===== src/rtl/bcd_cascade_counter_if.sv =====
// Control/status bundle for bcd_cascade_counter: step, clear and preset strobes in,
// registered digits and terminal-count flags out.
interface bcd_cascade_counter_if #(
  parameter int DIGITS = 6
);
  logic                  clr;
  logic                  load;
  logic [4*DIGITS-1:0]   load_val;
  logic                  inc;
  logic                  dec;
  logic [4*DIGITS-1:0]   q;
  logic [DIGITS-1:0]     digit_tc;
  logic                  tc;
  logic                  zero;

  modport master (
    output clr, load, load_val, inc, dec,
    input  q, digit_tc, tc, zero
  );

  modport slave (
    input  clr, load, load_val, inc, dec,
    output q, digit_tc, tc, zero
  );
endinterface


===== src/rtl/bcd_cascade_counter.sv =====
// Chain of mixed-modulus BCD digits with combinational carry/borrow ripple.
// Define BCC_SATURATE_EN to block the full-chain wrap (q holds, tc still pulses).
module bcd_cascade_counter #(
  parameter int                  DIGITS  = 6,
  parameter logic [4*DIGITS-1:0] MOD_VEC = 24'h6A6AAA
) (
  input  logic                 clk,
  input  logic                 rst,
  bcd_cascade_counter_if.slave bus
);

  typedef enum logic [1:0] {
    DIR_HOLD,
    DIR_UP,
    DIR_DOWN
  } dir_e;

  logic [4*DIGITS-1:0] q_r;
  logic [4*DIGITS-1:0] step_q;
  logic [4*DIGITS-1:0] load_q;
  logic [DIGITS-1:0]   dtc;
  dir_e                dir;

  // Stepping is suppressed in any cycle where rst, clr or load wins priority,
  // so no carry flag can escape from a cycle that does not step.
  always_comb begin
    dir = DIR_HOLD;
    if (!rst && !bus.clr && !bus.load) begin
      if (bus.inc && !bus.dec)      dir = DIR_UP;
      else if (bus.dec && !bus.inc) dir = DIR_DOWN;
    end
  end

  always_comb begin
    logic       carry;
    logic [3:0] digit;
    logic [3:0] mod_i;
    logic [3:0] mod_m1;
    logic       at_term;
    // NOTE: every variable gets a value before any branch so no path leaves it
    // unassigned; otherwise synthesis infers a latch.
    step_q  = q_r;
    load_q  = '0;
    dtc     = '0;
    carry   = (dir != DIR_HOLD);
    digit   = '0;
    mod_i   = '0;
    mod_m1  = '0;
    at_term = 1'b0;
    for (int i = 0; i < DIGITS; i++) begin
      digit   = q_r[4*i +: 4];
      mod_i   = MOD_VEC[4*i +: 4];
      mod_m1  = mod_i - 4'd1;
      at_term = (dir == DIR_DOWN) ? (digit == 4'd0) : (digit == mod_m1);
      dtc[i]  = carry & at_term;
      if (carry) begin
        if (dir == DIR_DOWN) step_q[4*i +: 4] = at_term ? mod_m1 : digit - 4'd1;
        else                 step_q[4*i +: 4] = at_term ? 4'd0   : digit + 4'd1;
      end
      carry = dtc[i];
      // Out-of-range preset nibbles clamp to the digit's top value.
      load_q[4*i +: 4] = (bus.load_val[4*i +: 4] >= mod_i) ? mod_m1 : bus.load_val[4*i +: 4];
    end
`ifdef BCC_SATURATE_EN
    if (dtc[DIGITS-1]) step_q = q_r;
`endif
  end

  always_ff @(posedge clk) begin
    // NOTE: state registers use non-blocking assignment so every flop samples
    // the pre-edge values regardless of statement order.
    if (rst || bus.clr) q_r <= '0;
    else if (bus.load)  q_r <= load_q;
    else                q_r <= step_q;
  end

  assign bus.q        = q_r;
  assign bus.digit_tc = dtc;
  assign bus.tc       = dtc[DIGITS-1];
  assign bus.zero     = (q_r == '0);

endmodule


===== src/flat_wrapper.sv =====
// flat-port wrapper written by rule: the top's interface ports become plain ports
module bcd_cascade_counter_flat 
#(
  parameter int                  DIGITS  = 6,
  parameter logic [4*DIGITS-1:0] MOD_VEC = 24'h6A6AAA
)
  (clk, rst, bus_clr, bus_load, bus_load_val, bus_inc, bus_dec, bus_q, bus_digit_tc, bus_tc, bus_zero);
  bcd_cascade_counter_if #(.DIGITS(DIGITS)) bus_i ();
  input  logic clk;
  input  logic rst;
  input wire logic [$bits(bus_i.clr)-1:0] bus_clr;
  input wire logic [$bits(bus_i.load)-1:0] bus_load;
  input wire logic [$bits(bus_i.load_val)-1:0] bus_load_val;
  input wire logic [$bits(bus_i.inc)-1:0] bus_inc;
  input wire logic [$bits(bus_i.dec)-1:0] bus_dec;
  output wire logic [$bits(bus_i.q)-1:0] bus_q;
  output wire logic [$bits(bus_i.digit_tc)-1:0] bus_digit_tc;
  output wire logic [$bits(bus_i.tc)-1:0] bus_tc;
  output wire logic [$bits(bus_i.zero)-1:0] bus_zero;
  assign bus_i.clr = bus_clr;
  assign bus_i.load = bus_load;
  assign bus_i.load_val = bus_load_val;
  assign bus_i.inc = bus_inc;
  assign bus_i.dec = bus_dec;
  assign bus_q = bus_i.q;
  assign bus_digit_tc = bus_i.digit_tc;
  assign bus_tc = bus_i.tc;
  assign bus_zero = bus_i.zero;
  bcd_cascade_counter #(.DIGITS(DIGITS), .MOD_VEC(MOD_VEC)) u_core (.clk(clk), .rst(rst), .bus(bus_i));
endmodule

===== config.mk =====
export PLATFORM = sky130hd
export DESIGN_NAME = bcd_cascade_counter_flat
export DESIGN_NICKNAME = d
export VERILOG_FILES = /design/src/rtl/bcd_cascade_counter_if.sv /design/src/rtl/bcd_cascade_counter.sv /design/src/flat_wrapper.sv
export SDC_FILE = /design/constraint.sdc
export NUM_CORES = 1
export LEC_CHECK = 0
export BUFFER_PORTS_ARGS = -buffer_cell sky130_fd_sc_hd__buf_2
export CAP_MARGIN = 20
export CORE_MARGIN = 2
export CORE_UTILIZATION = 54
export CTS_CLUSTER_SIZE = 24
export DETAILED_ROUTE_END_ITERATION = 8
export HOLD_SLACK_MARGIN = 0.08
export PLACE_DENSITY = 0.87
export SYNTH_ARGS = -nofsm -noshare
export SYNTH_HDL_FRONTEND = slang
export SYNTH_SLANG_ARGS = --single-unit

===== constraint.sdc =====
create_clock -name clk -period 3.2 [get_ports clk]
set_input_delay 0.64 -clock clk [delete_from_list [all_inputs] [get_ports clk]]
set_output_delay 0.64 -clock clk [all_outputs]
set_load 0.005 [all_outputs]

==> flow_summary.json <==
{
  "status": "finished, final reports clean",
  "drive_above_1_share": 0.243,
  "clk_latency_ps": 290,
  "path_class": "reg2out",
  "grt_overflow": 0,
  "ir_worst_vdd_mv": 0.172,
  "antenna_found_initial": 0,
  "async_reset_ff_frac": 0,
  "rows": 24,
  "place_congestion": 0.873,
  "port_buffers": 61,
  "clkSinkCount": 24,
  "syn_avg_cell_area_sq_um": 7.55,
  "ys_seq_area_frac": 0.193,
  "grt_max_degree": 24,
  "finalSetupViolCount": 0,
  "fin_crit_sh": 0.949,
  "crit_fanout": 9,
  "largest_reg_flops": 24,
  "fmax_mhz": 329,
  "totalWireLength_um": 7110,
  "cts_htree_levels": 1,
  "drtPass1Iterations": 5,
  "p_total_uw": 807,
  "grt_pass1_wl_um": 12100,
  "synth_area_leaders": "dfxtp_1, ha_1, o21ai_0, a21oi_1, nor2_1",
  "dieWidth_um": 71.8,
  "dieHeight_um": 71.8,
  "rrSetupSlack_ps": 780,
  "grt_pass1_vias": 2593,
  "critPathArrivalTime_ps": 2400,
  "drt_iter0_markers": 220,
  "hold_violations": 0,
  "clock_skew_ps": 8.93,
  "avgViaCountPerCell": 6.42,
  "clkTransAtPathRegs_ps": 100,
  "fp.dieArea_sq_um": 5160,
  "hold_path_class": "reg2reg",
  "period_minus_slack_ps": 3040,
  "maxSlewHeadroom": 0.590,
  "synth_top_cell_by_area": "dfxtp_1",
  "syn2layout_area_growth_pct": 18.0,
  "drcViolationCount": 0,
  "mappedNetlistNets": 380,
  "final_nets": 439,
  "cp-end-kind": "primary output",
  "startpoint_type": "flop",
  "wire_per_inst_um": 16.2,
  "synthCells": 329,
  "ys.flop_type": "dfxtp_1",
  "slew_violations": 0,
  "synth_top_area_frac": 0.193,
  "place_hpwl_um": 5150,
  "syn_area_sq_um": 2480,
  "rsz0062_at_grt": "false",
  "critPathRequiredTime_ps": 2560,
  "setup_tns_ps": 0,
  "netlist-cell-type-count": 66,
  "powerDensity_nw_per_um2": 275,
  "numCtsBuffers": 3,
  "yosysWarningCount": 0,
  "ys_ff_latch": 24,
  "cap_violations": 0,
  "ctsRootBufferMaster": "clkbuf_8",
  "grtUsageTotal": 0.284,
  "diodes": 0,
  "vias": 2820,
  "core_sq_um": 4380,
  "initial_utilization": 0.567,
  "ant_nets": 0,
  "clockBufferDepth": 2,
  "p_leak_uw": 0.00136,
  "cts_tree": "yes",
  "num_io_pins": 62,
  "worst_pin_slew_ps": 609,
  "synth_edf_count": 0
}
==> cells in the final DEF (no fill, tap or decap), drive strengths merged, types with 2 or more instances in the layout <==
cell type	instances
a221o	3
or3	5
buf	72
o21ai	25
a211oi	10
nand3b	3
nor4b	3
clkbuf	3
nand2	25
or4	2
dfxtp	24
ha	21
o311a	2
nor3b	5
a31oi	5
a2111oi	2
nor2b	5
a311oi	3
o21bai	2
a221oi	3
xnor2	2
o22ai	3
nor4	4
mux2i	7
mux2	2
nor2	26
nand4	6
o21a	2
a211o	3
o211ai	3
a21oi	25
o311ai	4
o211a	2
nor3	14
nand2b	4
and3	3
o31ai	2
nand3	13
and3b	2
inv	23
==> layout make-up <==
cell class | count | area, sq um
Multi-Input combinational cell | 264 | 1840
Fill cell | 373 | 1450
Sequential cell | 24 | 480
Timing Repair Buffer | 72 | 388
Inverter | 23 | 86.3
Tap cell | 52 | 65.1
Clock buffer | 3 | 41.3
Clock inverter | 1 | 30.0
==> metal layers <==
metal  track usage  vias up  routed length [um]
li1              -     1351                   -
met1         0.376     1315                3030
met2         0.479      135                3430
met3        0.0295       19                 511
met4        0.0985        0                 142
met5             0        -                   0
==> cell usage after synthesis (all sizes together) (4+ instances only) <==
master and number:
mux2i 7, ha 21, inv 23, clkbuf 10
nand4 6, o21ai 25, nor3b 5, a21oi 25
nand2 25, nor2b 5, nor3 14, a31oi 5
dfxtp 24, or3 5, nor4 4, o311ai 4
nand3 13, nor2 26, a211oi 10, buf 8
nand2b 4
==> critical path: stages (launching register included) <==
cell	delay [ps]
dfxtp_1	400
inv_1	90
ha_1	200
or2b_1	260
or4_4	420
mux2_4	310
nor3_2	150
and2_1	170
buf_2	110
==> final timing paths <==
check                           cells after the start                          start                            end
worst max-delay path                                8  u_core.bus.q[12]$_SDFFE_PP0P_                         bus_tc
worst min-delay path                                2  u_core.bus.q[23]$_SDFFE_PP0P_  u_core.bus.q[23]$_SDFFE_PP0P_
worst min register to register                      2  u_core.bus.q[23]$_SDFFE_PP0P_  u_core.bus.q[23]$_SDFFE_PP0P_
worst max register to register                      8  u_core.bus.q[12]$_SDFFE_PP0P_  u_core.bus.q[20]$_SDFFE_PP0P_
==> cells by family after synthesis <==
family | after synthesis | synth area share
buffers and inverters | 41 | 0.0725
multiplexers | 9 | 0.0403
AO/OA/AOI/OAI | 106 | 0.289
adder cells (fa/ha/maj) | 21 | 0.106
AND/OR/NAND/NOR | 125 | 0.289
flip-flops | 24 | 0.193
XOR/XNOR | 3 | 0.0106
==> through the flow <==
stage / util / cell area, sq um / hold WS, ps / worst slack [ps] / std cells
finish: 0.669 / 2930 / 585 / 162 / 439
detailed placement: 0.649 / 2840 / 564 / 322 / 435
floorplan: - / 2480 / 533 / 485 / 329
CTS: 0.666 / 2920 / 581 / 89.9 / 439
global placement: 0.649 / 2840 / 542 / 425 / 435
global route: 0.669 / 2930 / 620 / 36.7 / 439
==> power breakdown <==
group / switching (uW) / total [uW] / internal [uW]
Clock: 118 / 286 / 168
Combinational: 105 / 188 / 82.9
Sequential: 24.0 / 333 / 310
==> what timing repair did <==
action	4_1_cts	5_1_grt
endpoints found under the setup margin	2	5
buffers inserted	0	0
pin swaps	0	0
hold buffers	0	0
resized for setup	1	2
Note: power is estimated with default switching activity, not from simulation.
